File: config.mk
export PLATFORM = sky130hd
export DESIGN_NAME = i2c_wb_bridge
export DESIGN_NICKNAME = d
export VERILOG_FILES = /design/src/rtl/i2c_wb_pkg.sv /design/src/rtl/i2c_wb_lane.sv /design/src/rtl/i2c_wb_bridge.sv
export SDC_FILE = /design/constraint.sdc
export NUM_CORES = 1
export LEC_CHECK = 0
export CAP_MARGIN = 10
export CORE_AREA = 5 5 75 84
export CTS_CLUSTER_SIZE = 30
export DETAILED_ROUTE_END_ITERATION = 8
export DIE_AREA = 0 0 80 89
export DONT_BUFFER_PORTS = 1
export GPL_TIMING_DRIVEN = 0
export PLACE_DENSITY = 0.72
export SETUP_SLACK_MARGIN = 0.02
export SYNTH_ARGS = -nofsm -noshare
export SYNTH_HDL_FRONTEND = slang
export SYNTH_SLANG_ARGS = --single-unit
export TNS_END_PERCENT = 10
File: constraint.sdc
create_clock -name clk_i -period 4 [get_ports clk_i]
set_clock_uncertainty 0.2 [all_clocks]
set_input_delay 0.4 -clock clk_i [delete_from_list [all_inputs] [get_ports clk_i]]
set_output_delay 0.4 -clock clk_i [all_outputs]
set_load 0.02 [all_outputs]
File: src/rtl/i2c_wb_pkg.sv
// i2c_wb_pkg: shared state encoding and constants for the I2C-to-Wishbone bridge.
package i2c_wb_pkg;
    localparam logic [4:0] ST_IDLE = 5'b00001;
    localparam logic [4:0] ST_ADDR = 5'b00010;
    localparam logic [4:0] ST_DATA = 5'b00100;
    localparam logic [4:0] ST_WR   = 5'b01000;
    localparam logic [4:0] ST_RD   = 5'b10000;
    localparam logic [2:0] WBM_CTI_CLASSIC = 3'b111;
    localparam logic [7:0] RD_ERR_BYTE = 8'hFF;
endpackage

File: src/rtl/i2c_wb_lane.sv
// i2c_wb_lane: big-endian byte-lane select, write replication and read extraction.
module i2c_wb_lane #(
    parameter int WB_DW = 32
) (
    input  logic [1:0]         lane,
    input  logic [7:0]         wr_byte,
    input  logic [WB_DW-1:0]   rd_word,
    output logic [WB_DW/8-1:0] sel,
    output logic [WB_DW-1:0]   wr_word,
    output logic [7:0]         rd_byte
);
    localparam int NB = WB_DW / 8;
    logic [1:0] idx;
    // Lane 0 sits in the most significant byte of the bus word.
    assign idx = 2'(NB - 1) - (lane & 2'(NB - 1));
    assign sel = NB'(1) << idx;
    assign wr_word = {NB{wr_byte}};
    assign rd_byte = 8'(rd_word >> {idx, 3'b000});
endmodule

File: src/rtl/i2c_wb_bridge.sv
// i2c_wb_bridge: I2C slave byte stream to Wishbone B3 classic master.
// Define I2C_WB_TIMEOUT_EN to abort cycles that see no ack/err within TIMEOUT_CYC cycles.
module i2c_wb_bridge
    import i2c_wb_pkg::*;
#(
    parameter int ADR_BYTES     = 1,
    parameter int WB_AW         = 32,
    parameter int WB_DW         = 32,
    parameter int MEM_SIZE_BITS = 8,
    parameter int TIMEOUT_CYC   = 255
) (
    input  logic               clk_i,
    input  logic               rst_n_i,
    input  logic [7:0]         rx_dat_i,
    input  logic               rx_valid_i,
    input  logic               start_i,
    input  logic               stop_i,
    input  logic               tx_req_i,
    output logic [7:0]         tx_dat_o,
    output logic               tx_valid_o,
    output logic               busy_o,
    output logic               err_o,
    output logic [WB_AW-1:0]   wbm_adr_o,
    output logic [WB_DW-1:0]   wbm_dat_o,
    output logic [WB_DW/8-1:0] wbm_sel_o,
    output logic               wbm_we_o,
    output logic               wbm_cyc_o,
    output logic               wbm_stb_o,
    output logic [2:0]         wbm_cti_o,
    output logic [1:0]         wbm_bte_o,
    input  logic [WB_DW-1:0]   wbm_dat_i,
    input  logic               wbm_ack_i,
    input  logic               wbm_err_i
);
    logic [4:0] state;
    logic [MEM_SIZE_BITS-1:0] ptr, ptr_shift;
    logic [2:0] cnt;
    logic [7:0] wr_byte, pend_byte, nxt_byte, rd_byte;
    logic pend, nxt_pend, start_l, stop_l, cyc, we, bus_err, done, go_idle, go_addr;
    logic [WB_DW/8-1:0] sel;
    logic [WB_DW-1:0] wr_word;

    assign cyc = (state == ST_WR) | (state == ST_RD);
    assign we = state == ST_WR;
    assign done = cyc & (wbm_ack_i | bus_err);
    assign ptr_shift = MEM_SIZE_BITS'({ptr, rx_dat_i});
    assign nxt_pend = pend | rx_valid_i;
    assign nxt_byte = pend ? pend_byte : rx_dat_i;
    assign go_idle = stop_l | stop_i;
    assign go_addr = start_l | start_i;

    i2c_wb_lane #(.WB_DW(WB_DW)) u_lane (
        .lane    (2'(ptr)),
        .wr_byte (wr_byte),
        .rd_word (wbm_dat_i),
        .sel     (sel),
        .wr_word (wr_word),
        .rd_byte (rd_byte)
    );

    assign wbm_adr_o = WB_AW'(ptr);
    assign wbm_dat_o = we ? wr_word : '0;
    assign wbm_sel_o = cyc ? sel : '0;
    assign wbm_we_o  = we;
    assign wbm_cyc_o = cyc;
    assign wbm_stb_o = cyc;
    assign wbm_cti_o = WBM_CTI_CLASSIC;
    assign wbm_bte_o = 2'b00;
    assign busy_o    = cyc | pend;

`ifdef I2C_WB_TIMEOUT_EN
    localparam int TW = $clog2(TIMEOUT_CYC + 1);
    logic [TW-1:0] tcnt;
    always_ff @(posedge clk_i or negedge rst_n_i) begin
        if (!rst_n_i) tcnt <= '0;
        else tcnt <= (cyc && !done) ? tcnt + 1'b1 : '0;
    end
    assign bus_err = wbm_err_i | (cyc && tcnt == TW'(TIMEOUT_CYC - 1));
`else
    assign bus_err = wbm_err_i;
`endif

    always_ff @(posedge clk_i or negedge rst_n_i) begin
        if (!rst_n_i) begin
            state <= ST_IDLE;
            ptr <= '0;
            cnt <= '0;
            wr_byte <= '0;
            pend <= 1'b0;
            pend_byte <= '0;
            start_l <= 1'b0;
            stop_l <= 1'b0;
            err_o <= 1'b0;
            tx_dat_o <= '0;
            tx_valid_o <= 1'b0;
        end else begin
            tx_valid_o <= 1'b0;
            if (cyc) begin
                if (tx_req_i) err_o <= 1'b1;
                if (!done) begin
                    // START/STOP during a bus cycle are held until it completes.
                    start_l <= start_l | start_i;
                    stop_l <= stop_l | stop_i;
                    if (rx_valid_i && pend) err_o <= 1'b1;
                    else if (rx_valid_i) begin
                        pend <= 1'b1;
                        pend_byte <= rx_dat_i;
                    end
                end else begin
                    ptr <= ptr + 1'b1;
                    if (!we) begin
                        tx_dat_o <= bus_err ? RD_ERR_BYTE : rd_byte;
                        tx_valid_o <= 1'b1;
                    end
                    if (nxt_pend) begin
                        state <= ST_WR;
                        wr_byte <= nxt_byte;
                        pend <= pend & rx_valid_i;
                        pend_byte <= rx_dat_i;
                        start_l <= start_l | start_i;
                        stop_l <= stop_l | stop_i;
                    end else begin
                        state <= go_idle ? ST_IDLE : go_addr ? ST_ADDR : ST_DATA;
                        cnt <= '0;
                        start_l <= 1'b0;
                        stop_l <= 1'b0;
                        if (go_addr && !go_idle) err_o <= 1'b0;
                    end
                    if (bus_err) err_o <= 1'b1;
                end
            end else if (stop_i) state <= ST_IDLE;
            else if (start_i) begin
                state <= (rx_valid_i && ADR_BYTES == 1) ? ST_DATA : ST_ADDR;
                cnt <= {2'b00, rx_valid_i};
                err_o <= 1'b0;
                if (rx_valid_i) ptr <= ptr_shift;
            end else if (state == ST_ADDR && rx_valid_i) begin
                ptr <= ptr_shift;
                cnt <= cnt + 1'b1;
                if (cnt == 3'(ADR_BYTES - 1)) state <= ST_DATA;
            end else if (state == ST_DATA && rx_valid_i) begin
                state <= ST_WR;
                wr_byte <= rx_dat_i;
            end else if (state != ST_IDLE && tx_req_i) state <= ST_RD;
        end
    end
endmodule

### Yosys cells after proc, flatten, opt, wreduce, memory -nomap -nowiden

Cells that the tools add are included.

| word-level totals | value |
|---|---|
| register bits after elaboration | 45 |
| output and inout bits | 87 |

| cells by class | value |
|---|---|
| add/subtract/negate cells | 3 |
| equality and inequality tests | 15 |
| shifts and indexed selects | 2 |
| mux-type cells | 58 |
| bitwise gates (word level) | 9 |
| reduce and logical (&&, ||, !) cells | 19 |

Operator list:

| cell | number |
|---|---|
| $mux 8 | 18 |
| $mux 5 | 8 |
| $mux 32 | 1 |
| $shr 32x5->8 | 1 |
| $mux 3 | 9 |
| $mux 1 | 20 |
| $reduce_and 4->1 | 3 |
| $ne 2x2->1 const B | 5 |
| $add 8x1->8 const B | 1 |
| $mux 4 | 2 |
| $ne 2x1->1 const B | 3 |
| $or 1x1->1 | 6 |
| $reduce_and 3->1 | 2 |
| $reduce_and 6->1 | 1 |
| $reduce_bool 2->1 | 3 |
| $reduce_bool 6->1 | 1 |
| $eq 5x2->1 const B | 1 |
| $eq 5x3->1 const B | 1 |
| $eq 5x4->1 const B | 1 |
| $eq 5x5->1 const B | 1 |
| $logic_and 1x1->1 | 5 |
| $ne 5x1->1 const B | 1 |
| $ne 5x4->1 const B | 1 |
| $shl 1x2->4 const A | 1 |
| 9 further kinds | 10 |

### Logic depth before layout (Yosys ltp)

Gate-level depths: netlist of the first run.

| depth | value |
|---|---|
| word-level depth | 8 |
| depth in mapped cells | 9 |

### By module

Synthesis of the first run repeated with hierarchy kept, for this count alone.

| second synthesis, totals | value |
|---|---|
| cells, all modules | 360 |
| area, all modules | 3,271.9 µm² |

By module, submodules not included:

| module | instances | cells each | area each (µm²) | seq. area each (µm²) |
|---|---|---|---|---|
| i2c_wb_bridge | 1 | 314 | 2,803.9 | 1,127.3 |
| i2c_wb_lane | 1 | 46 | 467.9 | 0.0 |

### Least setup slack after synthesis of the first run

Ideal clock, no wire load.

| timing | value |
|---|---|
| path kind | register -> output |
| start point | register state[4] |
| end point | output port wbm_dat_o[10] |
| arrival | 2.181 ns |
| required time | 3.400 ns |
| path slack | 1.219 ns |
| stages on the path, launching flop included | 6 |
| buffers on the path | 2 |
| cells stage by stage | dfrtp_1 -> buf_2 -> or3_1 -> nor3_1 -> and2_1 -> buf_4 |

| between the ends | value |
|---|---|
| word-level cells in the longest chain between the ends | 2 |

RTL lines:

| element | RTL line | source |
|---|---|---|
| start, declared | i2c_wb_bridge.sv:35 | `logic [4:0] state;` |
| start signal, assigned | i2c_wb_bridge.sv:123 | `state <= go_idle ? ST_IDLE : go_addr ? ST_ADDR : ST_DATA;` |
| start signal, assigned | i2c_wb_bridge.sv:133 | `state <= (rx_valid_i && ADR_BYTES == 1) ? ST_DATA : ST_ADDR;` |
| $eq 5x4->1 | i2c_wb_bridge.sv:44 | `assign we = state == ST_WR;` |
| net wbm_we_o | i2c_wb_bridge.sv:26 | `output logic wbm_we_o,` |
| $mux 32 | i2c_wb_bridge.sv:62 | `assign wbm_dat_o = we ? wr_word : '0;` |
| end, declared | i2c_wb_bridge.sv:24 | `output logic [WB_DW-1:0] wbm_dat_o,` |

The timed path passes the listed nets, and every way through them passes these cells.

### Final worst setup path of the first run

| timing | value |
|---|---|
| start point | register state[4] |
| end point | output port wbm_dat_o[21] |

Same word-level chain as after synthesis.

==> results of run 1 <==
-- power breakdown --
part	total (mW)	internal [mW]	switching, mW
clock network	0.351	0.188	0.163
registers	0.873	0.635	0.239
logic	0.534	0.254	0.280
total	1.76	1.08	0.682
-- per-stage QoR --
stage | instances | worst slack [ns] | hold WS [ns] | utilization [%]
after global routing | 444 | 0.6147 | 0.04054 | 65.25
after floorplan | 358 | 1.219 | -0.09559 | -
after detailed placement | 433 | 0.8555 | -0.09410 | 62.36
final | 444 | 0.7620 | 0.04785 | 65.25
after global placement | 433 | 0.8969 | -0.09424 | 62.36
after CTS | 443 | 0.5333 | 0.04633 | 65.16
-- metal layers --
metal	routed length, microns	part of all wire (%)
met1	2773	39
met2	3460	49
met3	745	10
met4	131	1.8
met5	0	0
-- worst max-delay path by stage --
| stage | to | depth (start not counted) | slack [ns] |
|---|---|---|---|
| 3_3_place_gp | wbm_dat_o[13] | 5 | 0.90 |
| 6_report | wbm_dat_o[21] | 6 | 0.76 |
| 2_1_floorplan | wbm_dat_o[10] | 5 | 1.22 |
| 4_1_cts | wbm_dat_o[21] | 5 | 0.53 |
| 5_1_grt | wbm_dat_o[29] | 6 | 0.61 |
| 3_5_place_dp | wbm_dat_o[21] | 5 | 0.86 |
-- registers in the layout, summed over array words and instances (netlist names), 3 cells and up --
name and count:
cnt 3, tx_dat_o 8, state 5, ptr 8
wr_byte 8, pend_byte 8
-- final cells by class --
type / instances / area [sq um] / area share [%]
tap: 75 / 93.84 / 2.701
buffer: 68 / 494.2 / 14.22
clock inverter: 2 / 38.79 / 1.116
inverter: 12 / 45.04 / 1.296
clock buffer: 6 / 72.57 / 2.089
timing repair buffer: 3 / 42.54 / 1.224
multi-input combinational: 233 / 1560 / 44.90
sequential: 45 / 1127 / 32.45
-- what timing repair did --
item | in CTS | in global routing
endpoints found under the hold margin | 45 | 0
hold buffers | 2 | 0
resized for setup | 0 | 0
-- cells by family (layout without fill, tap and decap cells) --
kind of cell	count (synthesis)	in the layout	synth area share [%]
AO/OA/AOI/OAI	72	72	14.89
XOR/XNOR	1	1	0.5206
buffers and inverters	80	91	17.25
flip-flops	45	45	36.07
AND/OR/NAND/NOR	96	96	15.73
adder cells (fa/ha/maj)	6	6	2.402
other	2	29	0.2403
multiplexers	29	29	12.89
-- placed cells by master, fill, tap and decap left out, types with 3 or more instances in the layout --
cell	synthesis	final
ha_1	6	6
nand3_1	8	8
nand2_1	19	19
dfrtp_1	44	44
mux2_2	8	8
and3_1	5	5
inv_1	11	11
a31oi_1	5	5
and2_1	9	9
clkbuf_8	0	5
conb_1	2	29
o21ai_0	15	15
o22ai_1	3	3
nand2b_1	3	3
buf_2	8	8
mux2i_1	11	11
a21oi_1	34	34
mux4_2	8	8
nor2_1	30	30
buf_4	57	57
nor2b_1	3	3
or3_1	3	3
-- worst register-to-register path, delay by kind of cell (launching register included) --
kind,cells,cell delay [ns]
compound gates,1,0.43
mux,1,0.40
flops,1,0.45
simple gates,2,0.72
==> reports/metrics.csv, run 1 <==
metric,value,unit
Async SR Flop Fraction,100.0,%
first-pass GRT wire length,11.27,mm
clock tree buffer depth,2,
Critical Path End Type,output pin,
Synth area leader,dfrtp_1,
met2 usage,35.02,%
"setup slack, reg-to-reg",1.71,ns
Sink Count,45,
"count leader, synth",buf_4,
Antenna Cells,0,
fin crit period,3.238,ns
CP Launch Type,register,
Ys Warns,0,
r2r endpoint,pend_byte[2],
met3 usage in global routing,6.048,%
Syn Area/Cell,9.443,sq um
sequential share of the synthesized area,36.07,%
vias in the first global route,2387,
"EDFF count, synth",0,
dominant cells by area after synthesis,"dfrtp_1 35%, buf_4 14%, mux4_2 5.8%, a21oi_1 5.4%, nor2_1 3.6%",
core area,5325,sq um
die footprint,7120,sq um
dominant synthesized flop cell,dfrtp_1,
die height,89,microns
share of post-route cells with drive strength above 1,28.73,%
Leak,1.712,nW
Post-DP Area,3321,sq um
clock latency on the worst-skew pair,0.30,ns
# IOs,135,
count of different cell masters after synthesis,51,
root buf cell,clkbuf_8,
Worst EP arrival,2.64,ns
routed vias/inst,5.410,
largest net degree at the start of global routing,46,
CTS tree,built,
# DRC,0,
"Slew Viols, Final",0,
Overflow after GRT,0,
status,finished clean,
DR pass1 iterations,4,
WP buf/inv,3,
Hold Path Sink,pend_byte[1],
Final ANT Viol Nets,0,
drt total wl,7.111,mm
drt first-iter violations,119,
CP Class,reg -> out,
slew at the pin with the worst max-slew slack,0.8486,ns
Port Buffer Count,0,
"top cells by count, synth","57 x buf_4, 44 x dfrtp_1, 34 x a21oi_1, 30 x nor2_1, 19 x nand2_1",
# fillers,462,
GR met1 Demand/Resource,23.48,%
via count,2402,
part of the cycle the worst path needs,80.95,%
final setup vio count,0,
RSZ-0062 raised after global routing,false,
routed len/inst,16.02,microns
Nets,422,
Worst Hold Depth,1,
final count of hold timing violations,0,
Post-DP HPWL,5.524,mm
initial antenna violation count,0,
Area growth syn-to-layout,11.17,%
Total Neg Setup Slack,0,ns
row cnt,28,
"Clk pin slew, worst setup/hold paths",0.09,ns
layer with the highest usage,met2,
H-tree depth,2,
Cells after Synth,331,
CP startpoint,state[4],
VDD IR-drop max,0.3981,mV
critical path peak fanout,8,
Max-cap violations,0,
Worst Hold Class,in -> reg,
Power Total,1.759,mW
"CP delay by family, top",simple AND/OR/NAND/NOR gates,
overall routing resource usage,19.99,%
TritonCTS Buffers,5,
fin area,3475,sq um
Worst path max stage delay,0.60,ns
Synth Cell Area,3125,sq um
routability cong.,0.8331,
Max-slew headroom,42.95,%
P per Cell Area,506.1,nW/um^2
Synth top area share,35.23,%
Min-Delay Startpoint,rx_dat_i[1],
critical path cell sequence,buf_2 -> or3_1 -> nor3_1 -> clkbuf_2 -> and2_1 -> buf_4,
Die X,80,microns
post-CTS setup repair buffer count,0,
Worst R2R Start,state[2],
initial core utilization,58.69,%
crit path max-delay cell type,nor3_1,
Yosys reg bits,45,
R2R depth,4,
Critical Path RT,3.40,ns
FMAX,308.8,MHz
Power figures use the tool's default switching activity.
==> run 2, diff against run 1 <==
==> constraint.sdc (replaced) <==
create_clock -name clk_i -period 2.99 [get_ports clk_i]
set_clock_uncertainty 0.2 [all_clocks]
set_input_delay 0.299 -clock clk_i [delete_from_list [all_inputs] [get_ports clk_i]]
set_output_delay 0.299 -clock clk_i [all_outputs]
set_load 0.02 [all_outputs]
==> reports/metrics.csv, run 2 (synthesized netlist as in run 1, its figures left out) <==
metric,value,unit
largest net degree at the start of global routing,46,
routed len/inst,16.21,microns
Die X,80,microns
Sink Count,45,
core area,5325,sq um
TritonCTS Buffers,5,
# DRC,0,
Final Core Density,66.87,%
FMAX,365.8,MHz
VDD IR-drop max,0.5312,mV
final setup vio count,0,
CTS tree,built,
post-CTS setup repair buffer count,0,
Max-cap violations,0,
overall routing resource usage,20.49,%
hold slack,0.002113,ns
H-tree depth,2,
met2 usage,36.22,%
DR pass1 iterations,4,
Worst EP arrival,2.23,ns
fin crit period,2.734,ns
share of post-route cells with drive strength above 1,28.19,%
GR met1 Demand/Resource,24.19,%
routed vias/inst,5.401,
R2R depth,4,
"Slew Viols, Final",0,
Critical Path End Type,output pin,
row cnt,28,
initial core utilization,58.69,%
P per Cell Area,664.7,nW/um^2
Area growth syn-to-layout,13.93,%
routability cong.,0.8331,
met3 usage in global routing,5.847,%
first-pass GRT wire length,11.59,mm
final count of hold timing violations,0,
critical path peak fanout,9,
root buf cell,clkbuf_8,
drt total wl,7.311,mm
Leak,1.742,nW
part of the cycle the worst path needs,91.44,%
drt first-iter violations,103,
Worst Hold Depth,2,
Max-slew headroom,40.13,%
initial antenna violation count,0,
vias in the first global route,2447,
"commonest cells after routing, fill and taps aside","57 x buf_4, 44 x dfrtp_1, 34 x a21oi_1, 30 x nor2_1, 29 x conb_1",
Power Total,2.367,mW
Overflow after GRT,0,
CP Launch Type,register,
die height,89,microns
Port Buffer Count,0,
die footprint,7120,sq um
status,finished clean,
"commonest non-fill, non-tap cell in the layout",buf_4,
via count,2436,
Post-DP HPWL,5.524,mm
clock tree buffer depth,2,
Worst Hold Class,in -> reg,
CP Class,reg -> out,
Final ANT Viol Nets,0,
RSZ-0062 raised after global routing,false,
Nets,429,
slew at the pin with the worst max-slew slack,0.8907,ns
"Clk pin slew, worst setup/hold paths",0.09,ns
# IOs,135,
Antenna Cells,0,
layer with the highest usage,met2,
Critical Path RT,2.49,ns
clock latency on the worst-skew pair,0.29,ns
run 2: changes by cell type in the layout (fill, tap and decap cells not counted), sizes merged:
cell         previous run  this run
clkbuf                  8         7
dlygate4sd3             1         9
run 2: where the power goes:
group | switching [mW] | internal (mW) | leakage (nW)
logic | 0.381 | 0.348 | 1.15
clock network | 0.218 | 0.251 | 0.0554
registers | 0.321 | 0.849 | 0.535
total | 0.919 | 1.45 | 1.74
run 2: area by class of cell:
type                            count  area, sq um
Buffer                             68        494.2
Clock buffer                        6        72.57
Clock inverter                      2        38.79
Fill cell                         444         1764
Inverter                           12        45.04
Multi-Input combinational cell    233         1572
Sequential cell                    45         1127
Tap cell                           75        93.84
Timing Repair Buffer               10        117.6
run 2: per-stage QoR:
step	std cells	setup WS [ns]	setup TNS (ns)	cell area, sq um
floorplan	358	0.3098	0	3227
global placement	433	-0.01209	-0.2230	3321
detailed placement	433	-0.05348	-1.004	3321
CTS	451	0.04009	0	3555
global route	451	0.09581	0	3561
finish	451	0.2560	0	3561
run 2: worst max-delay path: stages, from the launching register on:
cell,delay [ns]
dfrtp_1,0.36
buf_2,0.17
or3_1,0.44
nor3_4,0.38
and2_1,0.39
buf_4,0.21
run 2: final timing paths:
path	to	startpoint	slack [ns]
max in group asynchronous	state[0]	rst_n_i	1.99
max	wbm_dat_o[21]	state[4]	0.26
min reg2reg	wr_byte[0]	wr_byte[0]	0.28
max reg2reg	pend_byte[4]	state[2]	0.65
min	wr_byte[7]	rx_dat_i[7]	0.002
min in group asynchronous	tx_dat_o[5]	rst_n_i	0.32
run 2: routing by layer:
| metal | part of all wire [%] | up-vias |
|---|---|---|
| li1 | - | 1161 |
| met1 | 39 | 1129 |
| met2 | 50 | 136 |
| met3 | 9.9 | 10 |
| met4 | 1.5 | 0 |
| met5 | 0 | - |
run 2: what timing repair did:
item,in CTS,in global routing
resized for setup,1,1
gates cloned,0,0
hold buffers,10,0
setup endpoints to repair,32,24
hold endpoints to repair,54,0
